## config.mk

```make
export PLATFORM = sky130hd
export DESIGN_NAME = camera_frame_writer
export DESIGN_NICKNAME = d
export VERILOG_FILES = /design/src/rtl/camera_frame_writer.sv
export SDC_FILE = /design/constraint.sdc
export NUM_CORES = 1
export LEC_CHECK = 0
export CAP_MARGIN = 20
export CELL_PAD_IN_SITES_DETAIL_PLACEMENT = 1
export CELL_PAD_IN_SITES_GLOBAL_PLACEMENT = 1
export CORE_ASPECT_RATIO = 1.4
export CORE_MARGIN = 2
export CORE_UTILIZATION = 50
export CTS_BUF_LIST = sky130_fd_sc_hd__clkbuf_8
export DETAILED_ROUTE_END_ITERATION = 8
export PLACE_DENSITY_LB_ADDON = 0.1
export SKIP_LAST_GASP = 1
export SLEW_MARGIN = 20
export SYNTH_ARGS = -nofsm -noshare
export SYNTH_HDL_FRONTEND = slang
export SYNTH_SLANG_ARGS = --single-unit
```

## constraint.sdc

```tcl
create_clock -name clk -period 4.8 [get_ports clk]
set_input_delay 0.96 -clock clk [delete_from_list [all_inputs] [get_ports clk]]
set_output_delay 0.96 -clock clk [all_outputs]
set_load 0.005 [all_outputs]
```

## src/rtl/camera_frame_writer.sv

```systemverilog
// Camera raster pixel stream to frame-buffer write port, with burst FIFO and frame tracking.
// Optional ping-pong banking: define CAMERA_FRAME_WRITER_PING_PONG_EN.
`timescale 1ns/1ps
module camera_frame_writer #(
    parameter int unsigned CAMERA_HSIZE   = 64,
    parameter int unsigned CAMERA_VSIZE   = 48,
    parameter int unsigned PIXEL_SIZE     = 8,
    parameter int unsigned BUF_ADDR_WIDTH = 13,
    parameter int unsigned FIFO_DEPTH     = 8
) (
    input  logic                      clk,
    input  logic                      rst_n,
    input  logic                      frame_start,
    input  logic                      pix_valid,
    input  logic [PIXEL_SIZE-1:0]     pix_data,
    output logic [BUF_ADDR_WIDTH-1:0] buf_waddr,
    output logic [PIXEL_SIZE-1:0]     buf_wdata,
    output logic                      buf_wvalid,
    input  logic                      buf_wready,
    output logic                      frame_done,
    output logic                      busy,
`ifdef CAMERA_FRAME_WRITER_PING_PONG_EN
    output logic                      wr_bank,
`endif
    output logic                      overflow
);

    localparam int unsigned TOTAL = CAMERA_HSIZE * CAMERA_VSIZE;
    localparam int unsigned CNT_W = $clog2(TOTAL + 1);
    localparam int unsigned PTR_W = $clog2(FIFO_DEPTH);
    localparam logic [PTR_W:0] PTR_ONE = 1;
    localparam logic [CNT_W-1:0] CNT_ONE = 1;

    typedef enum logic [1:0] {IDLE, ACTIVE, DRAIN} state_t;

    state_t                    state_q, state_d;
    logic [CNT_W-1:0]          cnt_q, cnt_d, pix_idx;
    logic [PTR_W:0]            wr_ptr_q, wr_ptr_d, rd_ptr_q, rd_ptr_d;
    logic [PTR_W-1:0]          wr_idx;
    logic [BUF_ADDR_WIDTH-1:0] fifo_addr [FIFO_DEPTH];
    logic [PIXEL_SIZE-1:0]     fifo_data [FIFO_DEPTH];
    logic [BUF_ADDR_WIDTH-1:0] base, push_addr, hold_addr;
    logic [PIXEL_SIZE-1:0]     hold_data;
    logic                      empty, full, take, push, pop;
    logic                      wvalid_q, done_q, done_d;

`ifdef CAMERA_FRAME_WRITER_PING_PONG_EN
    logic bank_q;

    always_ff @(posedge clk or negedge rst_n) begin
        if (!rst_n)
            bank_q <= 1'b0;
        else if (done_d)
            bank_q <= ~bank_q;
    end

    assign base    = bank_q ? BUF_ADDR_WIDTH'(TOTAL) : '0;
    assign wr_bank = bank_q;
`else
    assign base = '0;
`endif

    assign empty = (wr_ptr_q == rd_ptr_q);
    assign full  = (wr_ptr_q[PTR_W-1:0] == rd_ptr_q[PTR_W-1:0]) &&
                   (wr_ptr_q[PTR_W] != rd_ptr_q[PTR_W]);

    // Write strobe is combinational from the FIFO head so a pixel reaches the bus one cycle after capture.
    assign pop  = !empty && buf_wready && !wvalid_q;
    assign take = pix_valid && (frame_start || state_q == ACTIVE);
    assign push = take && (frame_start || !full || pop);

    assign pix_idx   = frame_start ? '0 : cnt_q;
    assign push_addr = base + BUF_ADDR_WIDTH'(pix_idx);
    assign wr_idx    = frame_start ? '0 : wr_ptr_q[PTR_W-1:0];

    assign buf_wvalid = pop;
    assign buf_waddr  = pop ? fifo_addr[rd_ptr_q[PTR_W-1:0]] : hold_addr;
    assign buf_wdata  = pop ? fifo_data[rd_ptr_q[PTR_W-1:0]] : hold_data;
    assign busy       = (state_q != IDLE);
    assign frame_done = done_q;

    always_comb begin
        state_d  = state_q;
        cnt_d    = cnt_q;
        done_d   = 1'b0;
        wr_ptr_d = push ? wr_ptr_q + PTR_ONE : wr_ptr_q;
        rd_ptr_d = pop ? rd_ptr_q + PTR_ONE : rd_ptr_q;
        // A restart flushes the queue; a pixel arriving with it lands in slot 0.
        if (frame_start) begin
            rd_ptr_d = '0;
            wr_ptr_d = push ? PTR_ONE : '0;
        end
        if (frame_start || state_q == ACTIVE) begin
            cnt_d   = take ? pix_idx + CNT_ONE : pix_idx;
            state_d = (cnt_d == CNT_W'(TOTAL)) ? DRAIN : ACTIVE;
        end else if (state_q == DRAIN && empty) begin
            state_d = IDLE;
            cnt_d   = '0;
            done_d  = 1'b1;
        end
    end

    always_ff @(posedge clk or negedge rst_n) begin
        if (!rst_n) begin
            state_q   <= IDLE;
            cnt_q     <= '0;
            wr_ptr_q  <= '0;
            rd_ptr_q  <= '0;
            wvalid_q  <= 1'b0;
            done_q    <= 1'b0;
            hold_addr <= '0;
            hold_data <= '0;
            overflow  <= 1'b0;
        end else begin
            state_q  <= state_d;
            cnt_q    <= cnt_d;
            wr_ptr_q <= wr_ptr_d;
            rd_ptr_q <= rd_ptr_d;
            wvalid_q <= pop;
            done_q   <= done_d;
            if (pop) begin
                hold_addr <= fifo_addr[rd_ptr_q[PTR_W-1:0]];
                hold_data <= fifo_data[rd_ptr_q[PTR_W-1:0]];
            end
            if (take && !push)
                overflow <= 1'b1;
        end
    end

    always_ff @(posedge clk) begin
        if (push) begin
            fifo_addr[wr_idx] <= push_addr;
            fifo_data[wr_idx] <= pix_data;
        end
    end

endmodule

```

==> results.md <==
- The final layout net count is 579.
- The maximum vdd ir drop is 230 uV.
- In this run the critical register-to-register path is captured at fifo_data[7][5].
- Leaving out fill and tap cells, the most frequent cells in the layout are 160 x edfxtp_1, 47 x nand2_1, 44 x dfrtp_1.
- The number of cells upsized or downsized after cts is 0.
- The number of endpoints with negative hold slack in the final report is 0.
- The launch point of the worst hold path is hold_data[4].
- The signal on the critical path passes through xnor2_1 -> nand4_1 -> nand2_1 -> buf_4 -> nand2_1 -> o21ai_0 -> clkdlybuf4s50_1.
- The share of total power dissipated in the clock network is 0.321.
- The flow ran to the end, and the final reports show no timing, DRC or antenna violations.
- The largest delay contributor family on the critical path is buffers and inverters.
- The internal cell power is 3.15 mW.
- The worst hold slack across all endpoints is 491 ps.
- The critical path class is reg2out.
- The synthesized design contains 160 enable-type register cells.
- The most common cell after layout, fill and taps aside is edfxtp_1.
- The cell count of the worst reg-to-reg path is 6.
- The share of total power dissipated in combinational logic is 0.182.
- The cell sitting at the root of the clock tree is a clkbuf_8.
- The core region is 0.0166 mm2.
- Summed over all nets, the switching power comes to 1.07 mW.
- Setup repair after global routing left no endpoint under its margin.
- The number of buffers inserted during clock tree synthesis is 31.
- The launching element type of the critical path is a flip-flop.
- Once detail routing completed, the nets flagged for antenna violations numbered 0.
- The detailed router placed 4528 vias in this run.
- The residual overflow from global routing is 0.
- Post-CTS timing repair inserted 0 buffers for setup.
- The count of routing violations after the opening detailed-route iteration is 220.
- The via count of the first global-routing pass was 5063.
- The first global-routing pass estimated 28400 um of wire.
- The critical path crosses 7 cells after its start point.
- The overall power after layout is 4.22 mW.
- The worst path in the final design needs a cycle of 4130 ps, including I/O delays and setup.
- The power per standard cell area is 437 mW/mm2.
- 0 antenna diodes ended up in the layout.
- The cell that appears most often on the critical path is nand2_1.
- The final-report max-slew violation count is 0.
- For this design the static power due to leakage is 3.38 nW.
- Of the total power, the share spent switching nets is 0.253.
- The number of H-tree levels is 1.
- The slowest stage of the critical path is the clkdlybuf4s50_1 cell.
- Clock-pin slew was measured on the worst setup and hold paths at 60 ps.
- The initial utilization of the core area, before any placement, comes to 0.505.
- The longest clock path from root to sink contains 3 buffers.
- The most frequently used flop master after synthesis is edfxtp_1.
- The pin count of the biggest net entering global routing is 47.
- The setup check on the worst reg-to-reg path leaves a slack of 1810 ps.
- At the worst endpoint, the arrival time is 3170 ps.
- Hold repair after CTS inserted 0 buffers.
- The clock tree from TritonCTS is yes.
- The instance count of the mapped netlist is 505.
- The routed wire length is 18200 um.
- STA classifies the critical path endpoint as an output port.
- The number of DRC violations after detailed routing is 0.
- Counting both buffers and inverters, the worst setup path holds a total of 2.
- After synthesis, the share of flip-flops with an asynchronous set or reset is 0.223.
- The filler cells instantiated in the layout total 1535.
- The final worst clock skew is 12.5 ps.
- Of the synthesized area, sequential elements account for 0.710.
- Each instance of the synthesized netlist takes up on average 16.6 um2.
- The die is 113 um wide.
- The period utilization is 0.860.
- The floorplan step set the die height to 157 um.
- After legalization and detailed placement, the total HPWL measured 11200 um.
- The ratio of routed vias to standard cells is 5.75.
- Setup total negative slack on the finished layout was measured at 0 ps.
- The number of sinks on the clock net is 206.
- The number of rows in the core area is 56.
- The number of port buffers is 37.
- The number of flip-flops and latches in the synthesized netlist is 206.
- Along the worst path, the maximum fanout reaches 45.
- The first-pass detailed-route iteration total is 4.
- Data on the critical path is required at its endpoint by 3840 ps.
- Setup violations remaining at the end of the flow were counted as 0.
- Timing would allow up to 242 MHz.
- The max-capacitance violation count is 0.
- In this run the worst setup path begins at rd_ptr_q[0].
- The class of the tightest hold or removal check is reg2reg.
- The post-synthesis cell type count is 53.
- The worst stage delay on the critical path is 600 ps.
- The post-synthesis net count is 521.
- The most critical setup path has its endpoint at buf_waddr[4].
- The worst register-to-register path begins at state_q[0].
- The congestion estimate from routability-driven global placement came to 0.827.
- In this run the cell area of the synthesized design comes to 0.00839 mm2.
- At the pin with the least slew margin, the transition time is 910 ps.
- The initial antenna violation count is 0.
- The count of warnings emitted by yosys is 0.
- The remaining max-slew budget at the tightest pin is 0.392.
- Once layout is complete, the utilization of the core stands at 0.581.
- The area of the die is 0.0178 mm2.
- The fraction of layout instances using a drive strength above 1 is 0.199.
- Of the total power, registers draw 0.496.
- The clock insertion delay at the later pin of the skew report is 550 ps.
- The count of boundary I/O pins is 38.
- The layout overhead on the synthesized area is 15.0%.
- In the final routed layout, each cell accounts on average for 23.1 um.
- The global-route usage over all layers is 0.211.
-- logic make-up after synthesis --
| logic type | count (synthesis) | synth area share |
|---|---|---|
| buffers and inverters | 38 | 0.0182 |
| flip-flops | 206 | 0.710 |
| multiplexers | 63 | 0.135 |
| AND/OR/NAND/NOR | 122 | 0.0746 |
| XOR/XNOR | 15 | 0.0157 |
| adder cells (fa/ha/maj) | 3 | 0.00448 |
| AO/OA/AOI/OAI | 58 | 0.0421 |
-- sequential cells by signal, summed over array words and instances (netlist names) --
register	cells
state_q	2
overflow	1
hold_addr	13
fifo_addr	96
wvalid_q	1
frame_done	1
cnt_q	12
wr_ptr_q	4
hold_data	8
fifo_data	64
rd_ptr_q	4
-- area by class of cell --
type | instances | area (um2) | area share
flip-flops and latches | 206 | 5960 | 0.618
multi-input cells | 261 | 2310 | 0.240
repair buffers | 55 | 513 | 0.0532
clock buffers | 31 | 427 | 0.0442
well taps | 203 | 254 | 0.0263
clock inverters | 23 | 150 | 0.0156
inverters | 8 | 30.0 | 0.00311
-- worst min-delay path: stages (launching register included) --
cell and delay, ps:
dfrtp_1 320, nand2_1 40, o21ai_0 80
-- worst min path at each step --
stage / depth (start not counted) / end / slack, ps
3_3_place_gp: 2 / hold_addr[5] / 470
4_1_cts: 1 / hold_addr[12] / 490
3_5_place_dp: 1 / hold_addr[12] / 480
5_1_grt: 1 / hold_addr[12] / 500
2_1_floorplan: 1 / overflow / 470
6_report: 2 / hold_data[4] / 490
-- layer usage --
metal  up-vias  GRT usage  wire [um]  share of wire
li1       2067          -          -              -
met1      2346      0.255       7290           0.40
met2        89      0.392      10000           0.55
met3        26     0.0293        587          0.032
met4         0     0.0656        295          0.016
met5         -          0          0              0
-- per-stage QoR --
step	instances	worst slack [ps]	cell area, um2
after detailed placement	733	831	9070
final	787	674	9640
after floorplan	505	178	8390
after CTS	787	614	9640
after global routing	787	430	9640
after global placement	733	855	9070
-- power by group through the flow --
stage	registers (mW)	clock network, mW	logic (mW)
finish	2.09	1.36	0.769
global route	2.10	1.46	0.848
CTS	2.10	1.39	0.789
detailed placement	2.13	0	0.785
global placement	2.12	0	0.760
floorplan	2.09	0	0.466
-- Yosys cell counts, drive strengths merged (3+ instances only) --
| cell | count | share of area |
|---|---|---|
| buf | 8 | 0.0048 |
| o22ai | 4 | 0.0030 |
| nor2b | 11 | 0.0094 |
| nand4 | 7 | 0.0070 |
| and4 | 3 | 0.0033 |
| ha | 3 | 0.0045 |
| dfrtp | 46 | 0.14 |
| nor3 | 7 | 0.0042 |
| o21ai | 31 | 0.018 |
| nor2 | 23 | 0.010 |
| inv | 8 | 0.0036 |
| edfxtp | 160 | 0.57 |
| mux2i | 22 | 0.026 |
| a21oi | 8 | 0.0048 |
| nand3 | 8 | 0.0048 |
| mux4 | 40 | 0.11 |
| xnor2 | 10 | 0.010 |
| clkbuf | 22 | 0.0098 |
| nand2 | 47 | 0.021 |
| xor2 | 5 | 0.0052 |
Note: power is estimated with default switching activity, not from simulation.
